===== src/rtl/edge_det_bank.sv =====
// rtl/edge_det_bank.sv - multi-channel synchronised edge detector with warm-up and optional glitch filter (EDGE_DET_FILTER_EN)
module edge_det_bank #(
  parameter int   CH          = 1,
  parameter int   SYNC_STAGES = 2,
  parameter int   FILT_LEN    = 3,
  parameter logic RST_LEVEL   = 1'b1
) (
  input  logic            clk,
  input  logic            arst_n,
  input  logic [CH-1:0]   din,
  input  logic [2*CH-1:0] mode,
  output logic            ready_o,
  output logic [CH-1:0]   level_o,
  output logic [CH-1:0]   rise_o,
  output logic [CH-1:0]   fall_o,
  output logic [CH-1:0]   edge_o
);

  // Elaboration-time guard against nonsensical parameter sets.
  if (CH < 1 || SYNC_STAGES < 2 || FILT_LEN < 1) begin : g_bad_params
    $error("edge_det_bank: illegal parameter combination");
  end

  typedef enum logic {
    WARMUP = 1'b0,
    RUN    = 1'b1
  } state_t;

  localparam int WW = $clog2(SYNC_STAGES + 1);
  localparam logic [WW-1:0] WARM_LAST = WW'(SYNC_STAGES - 1);

  state_t          state;
  state_t          state_nxt;
  logic [WW-1:0]   warm_cnt;
  logic [WW-1:0]   warm_cnt_nxt;
  logic            warm_done;

  logic [SYNC_STAGES-1:0] sync_q [CH];
  logic [CH-1:0]          s;
  logic [CH-1:0]          s_settle;
  logic [CH-1:0]          accept;

  // Global state register; ready_o is registered so it rises with the level load.
  always_ff @(posedge clk or negedge arst_n) begin
    if (!arst_n) begin
      state    <= WARMUP;
      warm_cnt <= '0;
      ready_o  <= 1'b0;
    end else begin
      state    <= state_nxt;
      warm_cnt <= warm_cnt_nxt;
      ready_o  <= (state_nxt == RUN);
    end
  end

  // Warm-up sequencing: count SYNC_STAGES clocks, then enter RUN for good.
  always_comb begin
    state_nxt    = state;
    warm_cnt_nxt = warm_cnt;
    warm_done    = 1'b0;
    case (state)
      WARMUP: begin
        if (warm_cnt == WARM_LAST) begin
          warm_done    = 1'b1;
          state_nxt    = RUN;
          warm_cnt_nxt = '0;
        end else begin
          warm_cnt_nxt = warm_cnt + 1'b1;
        end
      end
      RUN:     state_nxt = RUN;
      default: state_nxt = WARMUP;
    endcase
  end

  // Synchroniser chains, one per channel, shifting toward the MSB.
  always_ff @(posedge clk or negedge arst_n) begin
    if (!arst_n) begin
      for (int i = 0; i < CH; i++) begin
        sync_q[i] <= {SYNC_STAGES{RST_LEVEL}};
      end
    end else begin
      for (int i = 0; i < CH; i++) begin
        sync_q[i] <= {sync_q[i][SYNC_STAGES-2:0], din[i]};
      end
    end
  end

  // s is the synchroniser output; s_settle is the value s takes on this edge,
  // used at the end of warm-up so level_o and s agree and no pulse follows.
  always_comb begin
    s        = '0;
    s_settle = '0;
    for (int i = 0; i < CH; i++) begin
      s[i]        = sync_q[i][SYNC_STAGES-1];
      s_settle[i] = sync_q[i][SYNC_STAGES-2];
    end
  end

`ifdef EDGE_DET_FILTER_EN
  localparam int CW = $clog2(FILT_LEN + 1);
  localparam logic [CW-1:0] CNT_LAST = CW'(FILT_LEN - 1);

  logic [CW-1:0] cnt_q [CH];

  // A new level is accepted once it has differed for FILT_LEN consecutive clocks.
  always_comb begin
    accept = '0;
    for (int i = 0; i < CH; i++) begin
      accept[i] = (state == RUN) && (s[i] != level_o[i]) && (cnt_q[i] == CNT_LAST);
    end
  end

  // Persistence counters: any agreement with level_o restarts the run from zero.
  always_ff @(posedge clk or negedge arst_n) begin
    if (!arst_n) begin
      for (int i = 0; i < CH; i++) begin
        cnt_q[i] <= '0;
      end
    end else begin
      for (int i = 0; i < CH; i++) begin
        if (state != RUN || s[i] == level_o[i] || cnt_q[i] == CNT_LAST) begin
          cnt_q[i] <= '0;
        end else begin
          cnt_q[i] <= cnt_q[i] + 1'b1;
        end
      end
    end
  end
`else
  // Without the filter every difference is accepted immediately.
  always_comb begin
    accept = '0;
    for (int i = 0; i < CH; i++) begin
      accept[i] = (state == RUN) && (s[i] != level_o[i]);
    end
  end
`endif

  // Level tracking and single-cycle pulses; mode only gates the pulses.
  always_ff @(posedge clk or negedge arst_n) begin
    if (!arst_n) begin
      level_o <= {CH{RST_LEVEL}};
      rise_o  <= '0;
      fall_o  <= '0;
      edge_o  <= '0;
    end else begin
      for (int i = 0; i < CH; i++) begin
        rise_o[i] <= accept[i] &  s[i] & mode[2*i];
        fall_o[i] <= accept[i] & ~s[i] & mode[2*i+1];
        edge_o[i] <= accept[i] & ((s[i] & mode[2*i]) | (~s[i] & mode[2*i+1]));
        if (warm_done) begin
          level_o[i] <= s_settle[i];
        end else if (accept[i]) begin
          level_o[i] <= s[i];
        end
      end
    end
  end

endmodule


===== config.mk =====
export PLATFORM = sky130hd
export DESIGN_NAME = edge_det_bank
export DESIGN_NICKNAME = d
export VERILOG_FILES = /design/src/rtl/edge_det_bank.sv
export SDC_FILE = /design/constraint.sdc
export NUM_CORES = 1
export LEC_CHECK = 0
export CELL_PAD_IN_SITES_DETAIL_PLACEMENT = 1
export CELL_PAD_IN_SITES_GLOBAL_PLACEMENT = 1
export CORE_AREA = 2 2 39 41
export DETAILED_ROUTE_END_ITERATION = 12
export DIE_AREA = 0 0 41 43
export GPL_TIMING_DRIVEN = 0
export PLACE_DENSITY = 0.64
export SLEW_MARGIN = 20
export SYNTH_ARGS = -nofsm -noshare
export SYNTH_HDL_FRONTEND = slang
export SYNTH_SLANG_ARGS = --single-unit

===== constraint.sdc =====
create_clock -name clk -period 1.5 [get_ports clk]
set_clock_uncertainty 0.1 [all_clocks]
set_input_delay 0.15 -clock clk [delete_from_list [all_inputs] [get_ports clk]]
set_output_delay 0.15 -clock clk [all_outputs]
set_load 0.05 [all_outputs]

==> results of run 1 <==
-- synthesized netlist by cell type --
| master | instances | area share (%) |
|---|---|---|
| a21boi_0 | 1 | 2.3 |
| a21oi_1 | 1 | 1.5 |
| a311o_1 | 1 | 3.0 |
| and2_2 | 1 | 2.3 |
| and4b_2 | 1 | 3.4 |
| and4bb_1 | 1 | 3.8 |
| dfrtp_1 | 6 | 46 |
| dfstp_2 | 3 | 24 |
| inv_1 | 1 | 1.1 |
| nand2_1 | 2 | 2.3 |
| nand2b_1 | 1 | 1.9 |
| nand3b_1 | 2 | 4.6 |
| nor3_1 | 1 | 1.5 |
| xnor2_1 | 1 | 2.7 |
-- metrics by stage --
| stage | instance area (um2) | setup WS [ns] | hold WS (ns) | utilization, % |
|---|---|---|---|---|
| 2_1_floorplan | 329 | 0.157 | -0.246 | - |
| 6_report | 458 | 0.0532 | 0.0841 | 33.1 |
| 5_1_grt | 458 | 0.0218 | 0.117 | 33.1 |
| 3_3_place_gp | 439 | -0.106 | 0.258 | 31.7 |
| 4_1_cts | 463 | 0.0133 | 0.0933 | 33.5 |
| 3_5_place_dp | 439 | -0.112 | 0.258 | 31.7 |
-- routing by layer --
| metal | share of wire (%) | wire length [um] | global-route usage [%] | vias to the layer above |
|---|---|---|---|---|
| li1 | - | - | - | 107 |
| met1 | 43 | 250 | 9.80 | 104 |
| met2 | 48 | 277 | 13.4 | 10 |
| met3 | 9.3 | 54 | 3.14 | 0 |
| met4 | 0 | 0 | 8.00 | 0 |
| met5 | 0 | 0 | 0 | - |
-- registers in the layout, summed over array words and instances, names as in the netlist --
signal    flops
rise_o        1
sync_q        2
edge_o        1
fall_o        1
level_o       1
state         1
warm_cnt      2
-- final cells by class --
class                           instances  area (um2)  area share (%)
Inverter                                1        3.75           0.820
Tap cell                               16        20.0            4.37
Multi-Input combinational cell         13        96.3            21.0
Sequential cell                         9         229            50.0
Clock buffer                            4        26.3            5.74
Timing Repair Buffer                    9        82.6            18.0
-- path summary, 6_finish.rpt --
path                              to  slack, ns
max in group asynchronous    level_o       0.91
min reg2reg                sync_q[1]       0.26
max                          level_o       0.05
max reg2reg                  level_o       0.36
min in group clk           sync_q[0]       0.21
min                           rise_o       0.08
-- power breakdown --
group | switching [uW] | internal, uW | total, uW | leakage (uW)
Clock | 73.3 | 102 | 175 | 0.0000150
Combinational | 29.6 | 20.2 | 49.7 | 0.0000870
Sequential | 4.82 | 254 | 259 | 0.000108
Total | 108 | 376 | 484 | 0.000210
-- cells by family (layout without fill, tap and decap cells) --
kind of cell	Yosys count	in the layout	synth area share, %
flops	9	9	69.6
xor+xnor	1	1	2.66
buf+inv	1	14	1.14
simple gates	9	9	19.8
compound gates	3	3	6.84
==> flow_metrics.py, run 1 <==
metrics = {
    "grt": {
        "antenna_found_initial": 0,
        "grt.total_usage_pct": 9.17,
        "grt_pass1_wl_um": 1010,
        "grt_max_degree": 10,
        "grt_pass1_vias": 259,
        "overflow": 0,
    },
    "run_status": {
        "status": "finished clean",
    },
    "floorplanning": {
        "coreArea_um2": 1380,
        "die_h_um": 43,
        "die_area_um2": 1760,
        "rows": 14,
        "dieWidth_um": 41,
        "boundaryPins": 10,
        "start_util_pct": 23.8,
    },
    "critical_path": {
        "r2r_cells": 2,
        "crit_family": "flip-flops",
        "worstSetupPathType": "reg -> out",
        "critPathBufInv": 1,
        "crit_path_start_kind": "flip-flop",
        "cp_slowest_cell": "dfstp_2",
        "crit_chain": "clkdlybuf4s15_2",
        "cp-end-kind": "output port",
        "cp_max_fo": 6,
        "path_depth": 1,
        "critPathLaunch": "level_o",
        "slowest_delay_ns": 0.57,
        "crit_required_ns": 1.25,
        "r2r-start": "state",
        "arrival_ns": 1.20,
    },
    "sta": {
        "slew_headroom_pct": 67.1,
        "hold_viol": 0,
        "rsz0062_at_grt": "false",
        "slew_viol_final": 0,
        "finalCriticalPeriod_ns": 1.45,
        "timing.setup.tns_ns": 0,
        "finalCritPeriodShare_pct": 96.5,
        "worstMarginPinSlew_ns": 0.495,
        "setup_violations": 0,
        "max_freq_ghz": 0.691,
    },
    "place": {
        "dpl.cell_count": 48,
        "place_congestion": 0.653,
        "dp_hpwl_um": 473,
        "port_buffers": 9,
    },
    "detailed_routing": {
        "drt_iter0_drc": 1,
        "vias": 221,
        "routed_wl_um": 582,
        "ant_nets": 0,
        "post_drt_wl_per_cell_um": 11.2,
        "post-route-drc-count": 0,
        "viasPerCell": 4.25,
        "drt-pass1-iter-count": 2,
    },
    "layout": {
        "diodes": 0,
        "fin_cells": 52,
        "nets": 42,
        "final_common_cell": "dfrtp_1",
        "final_cell_mix": "dfrtp_1, clkdlybuf4s50_1, clkbuf_4, dfstp_2, dlygate4sd2_1",
        "drive_above_1_share_pct": 27.8,
        "n_fill_cell": 150,
        "area_growth_pct": 39.2,
    },
    "run": {
        "maxCapViolCount": 0,
    },
    "logic_synthesis": {
        "ys_seq_area_share_pct": 69.6,
        "synth_cells": 23,
        "yosys_warnings": 0,
        "ys_ff_latch": 9,
        "synth_area_um2": 329,
        "syn-num-nets": 28,
        "ys_types": 14,
        "syn_avg_cell_area_um2": 14.3,
    },
    "clock_network": {
        "cts_resized": 8,
        "cts_tree": "built",
        "cts_buffers": 3,
        "clockRootBuffer": "clkbuf_4",
        "clockBufferDepth": 2,
        "cts.sinks": 9,
        "htree_levels": 1,
        "clk-insertion-delay-late_ns": 0.25,
        "hold_buffers": 0,
        "postCtsSetupBuffers": 0,
        "path_clk_slew_ns": 0.05,
    },
    "power_and_ir_drop": {
        "p_leak_uw": 0.000210,
        "total_power_uw": 484,
        "vdd_ir_drop_max_v": 0.000412,
        "powerDensity_nw_per_um2": 1060,
    },
    "hold_path": {
        "hold_class": "in -> async",
    },
}
No activity file was read; power rests on OpenSTA's default activity.
==> run 2: changes to the inputs <==
--- a/config.mk
+++ b/config.mk
@@ -12,7 +12,7 @@
 export DIE_AREA = 0 0 41 43
 export GPL_TIMING_DRIVEN = 0
 export PLACE_DENSITY = 0.64
-export SLEW_MARGIN = 20
+export SLEW_MARGIN = 30
 export SYNTH_ARGS = -nofsm -noshare
 export SYNTH_HDL_FRONTEND = slang
 export SYNTH_SLANG_ARGS = --single-unit
==> results of run 2 <==
Final layout, timing and power as in run 1 (identical DEF).
